==> src/rtl/min_sum_serial_cnu.sv <==
`default_nettype none
// ============================================================================
// Module   : min_sum_serial_cnu
// Purpose  : Streaming check-node min-finder for a layered min-sum LDPC
//            decoder. Accepts one sign-magnitude variable-to-check message per
//            cycle and returns exact min1, min2, min1 index, sign product and
//            row degree per row through a valid/ready output register.
// Options  : OFFSET_MS_EN - when defined, min1/min2 are reduced by OFFSET with
//            saturation at zero as they are loaded into the output register.
// Revision : 1.0 - initial release
// ============================================================================
module min_sum_serial_cnu #(
   parameter int MAG_W   = 5,
   parameter int DEG_MAX = 19,
   parameter int IDX_W   = 5,
   parameter int OFFSET  = 1
) (
   input  logic             clk,
   input  logic             rst_n,
   input  logic             flush,
   input  logic             in_valid,
   output logic             in_ready,
   input  logic             in_last,
   input  logic             in_sign,
   input  logic [MAG_W-1:0] in_mag,
   output logic             out_valid,
   input  logic             out_ready,
   output logic [MAG_W-1:0] out_min1,
   output logic [MAG_W-1:0] out_min2,
   output logic [IDX_W-1:0] out_min1_idx,
   output logic             out_sign_prod,
   output logic [IDX_W:0]   out_deg,
   output logic             err_overflow
);

   localparam logic [0:0]       S_IDLE    = 1'b0;
   localparam logic [0:0]       S_ACC     = 1'b1;
   localparam logic [MAG_W-1:0] C_MAG_MAX = '1;
   localparam logic [IDX_W:0]   C_DEG_MAX = (IDX_W+1)'(DEG_MAX);
   localparam logic [IDX_W:0]   C_CNT_ONE = (IDX_W+1)'(1);

`ifdef OFFSET_MS_EN
   // Offset min-sum: beta subtracted from both minima at output load.
   localparam logic [MAG_W-1:0] C_BETA = MAG_W'(OFFSET);
`else
   // Plain min-sum: beta is zero, so the saturating subtract folds away.
   localparam logic [MAG_W-1:0] C_BETA = MAG_W'(OFFSET * 0);
`endif

   // Saturating subtract of beta; never wraps below zero.
   function automatic logic [MAG_W-1:0] f_apply_offset(input logic [MAG_W-1:0] v);
      return (v > C_BETA) ? (v - C_BETA) : '0;
   endfunction

   // FSM state
   logic [0:0]       state_q, state_d;

   // Row accumulators
   logic [MAG_W-1:0] min1_q, min1_d;
   logic [MAG_W-1:0] min2_q, min2_d;
   logic [IDX_W-1:0] idx_q, idx_d;
   logic             sign_q, sign_d;
   logic [IDX_W:0]   cnt_q, cnt_d;

   // Output register
   logic             out_valid_q, out_valid_d;
   logic [MAG_W-1:0] out_min1_q, out_min1_d;
   logic [MAG_W-1:0] out_min2_q, out_min2_d;
   logic [IDX_W-1:0] out_idx_q, out_idx_d;
   logic             out_sign_q, out_sign_d;
   logic [IDX_W:0]   out_deg_q, out_deg_d;
   logic             err_q, err_d;

   // Accumulator values after merging the current beat
   logic [MAG_W-1:0] w_min1;
   logic [MAG_W-1:0] w_min2;
   logic [IDX_W-1:0] w_idx;
   logic             w_sign;
   logic [IDX_W:0]   w_cnt;

   // Beat control
   logic             w_accept;
   logic             w_publish;
   logic             w_overflow;

   // Input may be taken whenever the output slot is free or draining this cycle.
   assign in_ready = !out_valid_q | out_ready;

   // FSM state register.
   always_ff @(posedge clk or negedge rst_n) begin
      if (!rst_n) begin
         state_q <= S_IDLE;
      end else begin
         state_q <= state_d;
      end
   end

   // FSM next state: flush or a publishing beat ends the row.
   always_comb begin
      state_d = state_q;
      if (flush) begin
         state_d = S_IDLE;
      end else if (w_accept) begin
         state_d = w_publish ? S_IDLE : S_ACC;
      end
   end

   // FSM outputs: beat acceptance, publish and overflow decode.
   always_comb begin
      w_accept   = in_valid & in_ready & ~flush;
      w_publish  = w_accept & (in_last | (w_cnt == C_DEG_MAX));
      w_overflow = w_publish & ~in_last;
   end

   // Merge the incoming beat into the running minima; first beat seeds them.
   always_comb begin
      w_min1 = min1_q;
      w_min2 = min2_q;
      w_idx  = idx_q;
      w_sign = sign_q ^ in_sign;
      w_cnt  = cnt_q + C_CNT_ONE;
      if (state_q == S_IDLE) begin
         w_min1 = in_mag;
         w_min2 = C_MAG_MAX;
         w_idx  = '0;
         w_sign = in_sign;
         w_cnt  = C_CNT_ONE;
      end else if (in_mag < min1_q) begin
         // Strictly smaller only: on a tie the earlier index keeps min1.
         w_min2 = min1_q;
         w_min1 = in_mag;
         w_idx  = cnt_q[IDX_W-1:0];
      end else if (in_mag < min2_q) begin
         w_min2 = in_mag;
      end
   end

   // Accumulator next state: cleared at row end or flush, loaded on accepted beats.
   always_comb begin
      min1_d = min1_q;
      min2_d = min2_q;
      idx_d  = idx_q;
      sign_d = sign_q;
      cnt_d  = cnt_q;
      if (flush | w_publish) begin
         min1_d = '0;
         min2_d = '0;
         idx_d  = '0;
         sign_d = 1'b0;
         cnt_d  = '0;
      end else if (w_accept) begin
         min1_d = w_min1;
         min2_d = w_min2;
         idx_d  = w_idx;
         sign_d = w_sign;
         cnt_d  = w_cnt;
      end
   end

   // Accumulator registers.
   always_ff @(posedge clk or negedge rst_n) begin
      if (!rst_n) begin
         min1_q <= '0;
         min2_q <= '0;
         idx_q  <= '0;
         sign_q <= 1'b0;
         cnt_q  <= '0;
      end else begin
         min1_q <= min1_d;
         min2_q <= min2_d;
         idx_q  <= idx_d;
         sign_q <= sign_d;
         cnt_q  <= cnt_d;
      end
   end

   // Output register next state: load on publish, hold under backpressure.
   always_comb begin
      out_min1_d  = out_min1_q;
      out_min2_d  = out_min2_q;
      out_idx_d   = out_idx_q;
      out_sign_d  = out_sign_q;
      out_deg_d   = out_deg_q;
      out_valid_d = w_publish | (out_valid_q & ~out_ready);
      err_d       = err_q | w_overflow;
      if (w_publish) begin
         out_min1_d = f_apply_offset(w_min1);
         out_min2_d = f_apply_offset(w_min2);
         out_idx_d  = w_idx;
         out_sign_d = w_sign;
         out_deg_d  = w_cnt;
      end
   end

   // Output registers; the overflow flag is sticky until reset.
   always_ff @(posedge clk or negedge rst_n) begin
      if (!rst_n) begin
         out_valid_q <= 1'b0;
         out_min1_q  <= '0;
         out_min2_q  <= '0;
         out_idx_q   <= '0;
         out_sign_q  <= 1'b0;
         out_deg_q   <= '0;
         err_q       <= 1'b0;
      end else begin
         out_valid_q <= out_valid_d;
         out_min1_q  <= out_min1_d;
         out_min2_q  <= out_min2_d;
         out_idx_q   <= out_idx_d;
         out_sign_q  <= out_sign_d;
         out_deg_q   <= out_deg_d;
         err_q       <= err_d;
      end
   end

   assign out_valid     = out_valid_q;
   assign out_min1      = out_min1_q;
   assign out_min2      = out_min2_q;
   assign out_min1_idx  = out_idx_q;
   assign out_sign_prod = out_sign_q;
   assign out_deg       = out_deg_q;
   assign err_overflow  = err_q;

endmodule
`default_nettype wire
==> config.mk <==
export PLATFORM = sky130hd
export DESIGN_NAME = min_sum_serial_cnu
export DESIGN_NICKNAME = d
export VERILOG_FILES = /design/src/rtl/min_sum_serial_cnu.sv
export SDC_FILE = /design/constraint.sdc
export NUM_CORES = 1
export LEC_CHECK = 0
export BUFFER_PORTS_ARGS = -buffer_cell sky130_fd_sc_hd__buf_2
export CAP_MARGIN = 20
export CELL_PAD_IN_SITES_DETAIL_PLACEMENT = 1
export CELL_PAD_IN_SITES_GLOBAL_PLACEMENT = 2
export CORE_MARGIN = 4
export CORE_UTILIZATION = 40
export DETAILED_ROUTE_END_ITERATION = 12
export GPL_TIMING_DRIVEN = 0
export HOLD_SLACK_MARGIN = 0.03
export PLACE_DENSITY_LB_ADDON = 0.1
export SETUP_SLACK_MARGIN = 0.2
export SYNTH_ARGS = -nofsm -noshare
export SYNTH_HDL_FRONTEND = slang
export SYNTH_SLANG_ARGS = --single-unit
==> constraint.sdc <==
create_clock -name clk -period 3.7 [get_ports clk]
set_clock_uncertainty 0.05 [all_clocks]
set_input_delay 0.185 -clock clk [delete_from_list [all_inputs] [get_ports clk]]
set_output_delay 0.185 -clock clk [all_outputs]
set_load 0.01 [all_outputs]
Word-level counts from Yosys, hierarchy flattened
Cells that the tools add are included.
Word-level totals
  bits in registers: 47
  output and inout bits: 25
  word-level logic and storage cells: 60
Operators by class
  add/sub/neg operators: 1
  order comparisons: 4
  eq/ne operators: 1
  mux-type cells: 24
  bitwise gates (word level): 14
  reduce and logical (&&, ||, !) cells: 3
Operators by type and width (count)
  2-to-1 mux 5 bit: 15
  2-to-1 mux 6 bit: 3
  greater-than comparator 5 x 1 -> 1 bit, second input constant: 2
  < comparator 5 bit: 2
  adder 6 x 1 -> 6 bit, second input constant: 1
  equality test 6 x 5 -> 1 bit, second input constant: 1
  2-to-1 mux 1 bit: 6
  AND 1 bit: 5
  OR 1 bit: 5
  nonzero test 2 bit: 2
  NOT 1 bit: 3
  zero test 1 bit: 1
  bitwise XOR 1 bit: 1

Longest topological paths before layout
  depth after elaboration: 8
  gate-level depth with buffers: 8
  depth with buffers taken out: 7

Worst setup path after synthesis
No wires, ideal clock.
  path type: register -> register
  start point: register min1_q[2]
  end point: register out_min1_q[3], in the netlist out_min1[3]
  library setup time: 0.125 ns
  arrival: 2.137 ns
  data required time: 3.525 ns
  slack: 1.387 ns
  cell stages (with the launch flop): 9
  clock period less this slack: 2.313 ns
  cell sequence: dfrtp_1 -> inv_1 -> ha_1 -> and2_1 -> a41o_1 -> o21ai_2 -> buf_2 -> mux2_2 -> mux2_4
Between the ends
  cells in the longest elaborated chain, start to end: 5
RTL lines
  start: declaration: RTL line 59  | logic [MAG_W-1:0] min1_q, min1_d;
  start signal: assignment: RTL line 169  | min1_q <= min1_d;
  < comparator 5 bit: RTL line 128  | end else if (in_mag < min1_q) begin
  2-to-1 mux 5 bit (*): RTL line 128
  2-to-1 mux 5 bit (*): RTL line 122  | if (state_q == S_IDLE) begin
  greater-than comparator 5 x 1 -> 1 bit: RTL line 52  | return (v > C_BETA) ? (v - C_BETA) : '0;
  2-to-1 mux 5 bit (*): RTL line 52
  end signal: assignment: RTL line 207  | out_min1_q <= out_min1_d;
  end: declaration: RTL line 67  | logic [MAG_W-1:0] out_min1_q, out_min1_d;
Mark *: on every way between the ends. The rest lies on a longest branch, timed or not.
A chain may end at the register's enable or synchronous reset.

Worst setup path in the final report
  start point: register cnt_q[0]
  end point: register out_min1_q[1], in the netlist out_min1[1]
Between the ends
  cells in the longest elaborated chain, start to end: 5
RTL lines
  start: declaration: RTL line 63  | logic [IDX_W:0] cnt_q, cnt_d;
  start signal: assignment: RTL line 173  | cnt_q <= cnt_d;
  adder 6 x 1 -> 6 bit: RTL line 121  | w_cnt = cnt_q + C_CNT_ONE;
  2-to-1 mux 6 bit: RTL line 122
  equality test 6 x 5 -> 1 bit: RTL line 111  | w_publish = w_accept & (in_last | (w_cnt == C_DEG_MAX));
  OR 1 bit: RTL line 111
  AND 1 bit: RTL line 111
Every way passes these cells.

==> summary.md <==
| Metric | Value |
|---|---|
| Mapped Cells | 248 |
| Die width | 89.59 µm |
| Buffers on Ports | 35 |
| Final nets | 313 |
| Full die area | 0.008025 mm² |
| Kind of critical path | flop to flop |
| Remaining antenna violation count after routing | 0 |
| Vias in the first global route | 2202 |
| Worst Setup End Kind | flop |
| Largest cells by area after synthesis | dfrtp_1 44%, mux2_4 7.9%, a22o_1 4.3%, ha_1 4.2%, o2111ai_1 3.9% |
| Filler Cell Count | 735 |
| DR WL/cell | 18.34 µm |
| Clk_lat worst skew | 0.30 ns |
| DR vias | 2096 |
| Yosys top cell by area | dfrtp_1 |
| Min Tclk post-route | 2.689 ns |
| P per Cell Area | 363.6 mW/mm² |
| Avg Synthesized Cell Area | 10.74 µm² |
| Initial antenna violation count | 0 |
| FP Rows | 29 |
| CP startpoint kind | flop |
| Clock sink count | 47 |
| Pleak | 1.391 nW |
| Final hold viol count | 0 |
| Fmax | 0.3718 GHz |
| CP required | 3.84 ns |
| Number of vias per cell | 5.665 |
| Fin crit share | 72.69% |
| First-pass GRT wire length | 11560 µm |
| Diodes inserted | 0 |
| Worst EP arrival | 2.83 ns |
| Post-synth top area share | 44.17% |
| Slew @ Worst Pin | 0.7075 ns |
| Post-synth EDFFs | 0 |
| Num ports | 37 |
| Routability Congestion | 0.7832 |
| P&R area growth vs syn | 14.38% |
| RSZ-0062 raised after global routing | no |
| Slew Viols, Final | 0 |
| CTS buffer count | 5 |
| Root Buffer | clkbuf_8 |
| H-tree depth | 2 |
| Flops & latches, synth | 47 |
| Synth Cell Area | 0.002663 mm² |
| Layout cells sized above 1 | 26.96% |
| Post-synthesis async set-or-reset flop share | 100.0% |
| Clock transition at path regs | 0.09 ns |
| Run status | complete, no violations |
| Design Area, Final | 0.003045 mm² |
| Residual DRC | 0 |
| Core outline area | 0.006422 mm² |
| Final cell count without fillers | 370 |
| Pwr Total | 1.107 mW |
| Placement Cell Area | 0.002954 mm² |
| TNS Setup | 0 ns |
| Initial DRC count | 76 |
| Sequential-to-total area share from yosys stat | 44.17% |
| Total global routing track utilization | 18.94% |
| Largest net degree at the start of global routing | 29 |
| Post_cts resized | 0 |
| Post-DP HPWL | 5020 µm |
| Slew headroom | 52.73% |
| Critical path fanouts, max | 10 |
| Starting density of the core | 41.46% |
| Max Cap Viol | 0 |
| Final setup violation count | 0 |
| Initial DRT Pass Iterations | 4 |
| VDD IR-drop max | 0.0001620 V |
| Worst min path class | input pin to flop |
| Clock buffer depth | 2 |
| List of most frequent post-synthesis cells | 47 x dfrtp_1, 24 x nand2_1, 16 x inv_1, 14 x mux2_4, 14 x nand3_1 |
| Final core occ | 47.42% |
| Most instantiated library cell after synthesis | dfrtp_1 |
| Die height | 89.59 µm |
| Grt total ovfl | 0 |
| Post-synth cell types | 45 |
| Synth Net Count | 269 |
| Main flop type after synthesis | dfrtp_1 |
| Inst Count DP | 361 |
| WL final | 6787 µm |
| Ys Warns | 0 |
| CTS tree | done |
-- critical path: stages (launching register included) --
cell and delay (ns):
dfrtp_1 0.48, ha_1 0.29, nand3_1 0.13, mux2i_2 0.34, nand3b_2 0.23, o31ai_4 0.47
buf_6 0.26, mux2_4 0.32
-- cells by family after synthesis --
kind of cell,Yosys count,share of synthesized area (%)
AND/OR/NAND/NOR,65,12.13
multiplexers,29,14.10
buffers and inverters,30,5.263
flip-flops,47,44.17
adder cells (fa/ha/maj),9,4.229
AO/OA/AOI/OAI,66,19.46
XOR/XNOR,2,0.6580
-- layout make-up --
cell class	count	area [µm²]	share of cell area [%]
clock inverters	1	5.005	0.1643
repair buffers	37	205.2	6.738
multi-input cells	171	1346	44.21
inverters	17	63.81	2.095
flip-flops and latches	47	1176	38.62
well taps	77	96.34	3.164
plain buffers	13	76.32	2.506
clock buffers	7	76.32	2.506
-- timing repair --
item / in CTS / in global routing
setup buffers: 0 / 0
hold buffers: 1 / 0
hold endpoints to repair: 19 / 0
-- worst paths after layout --
kind / start / endpoint / slack [ns] / cells past startpoint
worst max-delay path: cnt_q[0] / out_min1[1] / 1.01 / 7
worst min-delay path: in_sign / out_sign_prod / 0.15 / 3
worst max register to register: cnt_q[0] / out_min1[1] / 1.01 / 7
worst min register to register: err_overflow / err_overflow / 0.42 / 1
max in group asynchronous: rst_n / min1_q[1] / 2.75 / 3
min in group asynchronous: rst_n / out_sign_prod / 0.32 / 2
-- metal layers --
| layer | vias to the layer above | GRT usage [%] | wire length, µm |
|---|---|---|---|
| met5 | - | 0 | 0 |
| li1 | 1005 | - | - |
| met2 | 33 | 30.45 | 3228 |
| met1 | 1053 | 26.78 | 3281 |
| met3 | 5 | 2.920 | 206 |
| met4 | 0 | 4.736 | 70 |
-- where the power goes --
| part | total (mW) | leakage (nW) | switching, mW | internal (mW) |
|---|---|---|---|---|
| clock network | 0.310 | 0.0422 | 0.177 | 0.133 |
| registers | 0.569 | 0.606 | 0.0200 | 0.549 |
| logic | 0.228 | 0.742 | 0.128 | 0.100 |
-- registers in the layout, indices dropped and copies added, names as in the netlist --
| register | cells |
|---|---|
| cnt_q | 6 |
| out_deg | 6 |
| idx_q | 5 |
| min1_q | 5 |
| min2_q | 5 |
| out_min1 | 5 |
| out_min1_idx | 5 |
| out_min2 | 5 |
| err_overflow | 1 |
| out_sign_prod | 1 |
| out_valid | 1 |
| sign_q | 1 |
| state_q | 1 |
-- through the flow --
stage	hold slack [ns]	worst slack (ns)
final	0.1508	1.011
after global routing	0.1788	0.8693
after CTS	0.1486	1.017
after detailed placement	0.1210	1.038
after global placement	0.3851	1.026
after floorplan	-0.1606	1.387
-- layout by cell type (no fill, tap or decap), drive strengths merged, types with 2 or more instances in the layout --
| master | synthesis | final |
|---|---|---|
| nand2 | 24 | 24 |
| inv | 16 | 16 |
| nor2b | 4 | 4 |
| dfrtp | 47 | 47 |
| a21o | 3 | 3 |
| nor2 | 5 | 5 |
| o21ai | 12 | 12 |
| and3 | 5 | 5 |
| mux2i | 6 | 6 |
| a22o | 13 | 13 |
| clkbuf | 5 | 12 |
| a21oi | 14 | 14 |
| mux2 | 23 | 23 |
| buf | 8 | 44 |
| nand2b | 3 | 3 |
| nand3 | 14 | 14 |
| ha | 9 | 9 |
| o21a | 2 | 2 |
| clkinv | 1 | 2 |
| xor2 | 2 | 2 |
| nand3b | 2 | 2 |
| o32a | 3 | 3 |
| nor3 | 2 | 2 |
| o2111ai | 12 | 12 |
No activity file was read; power rests on OpenSTA's default activity.
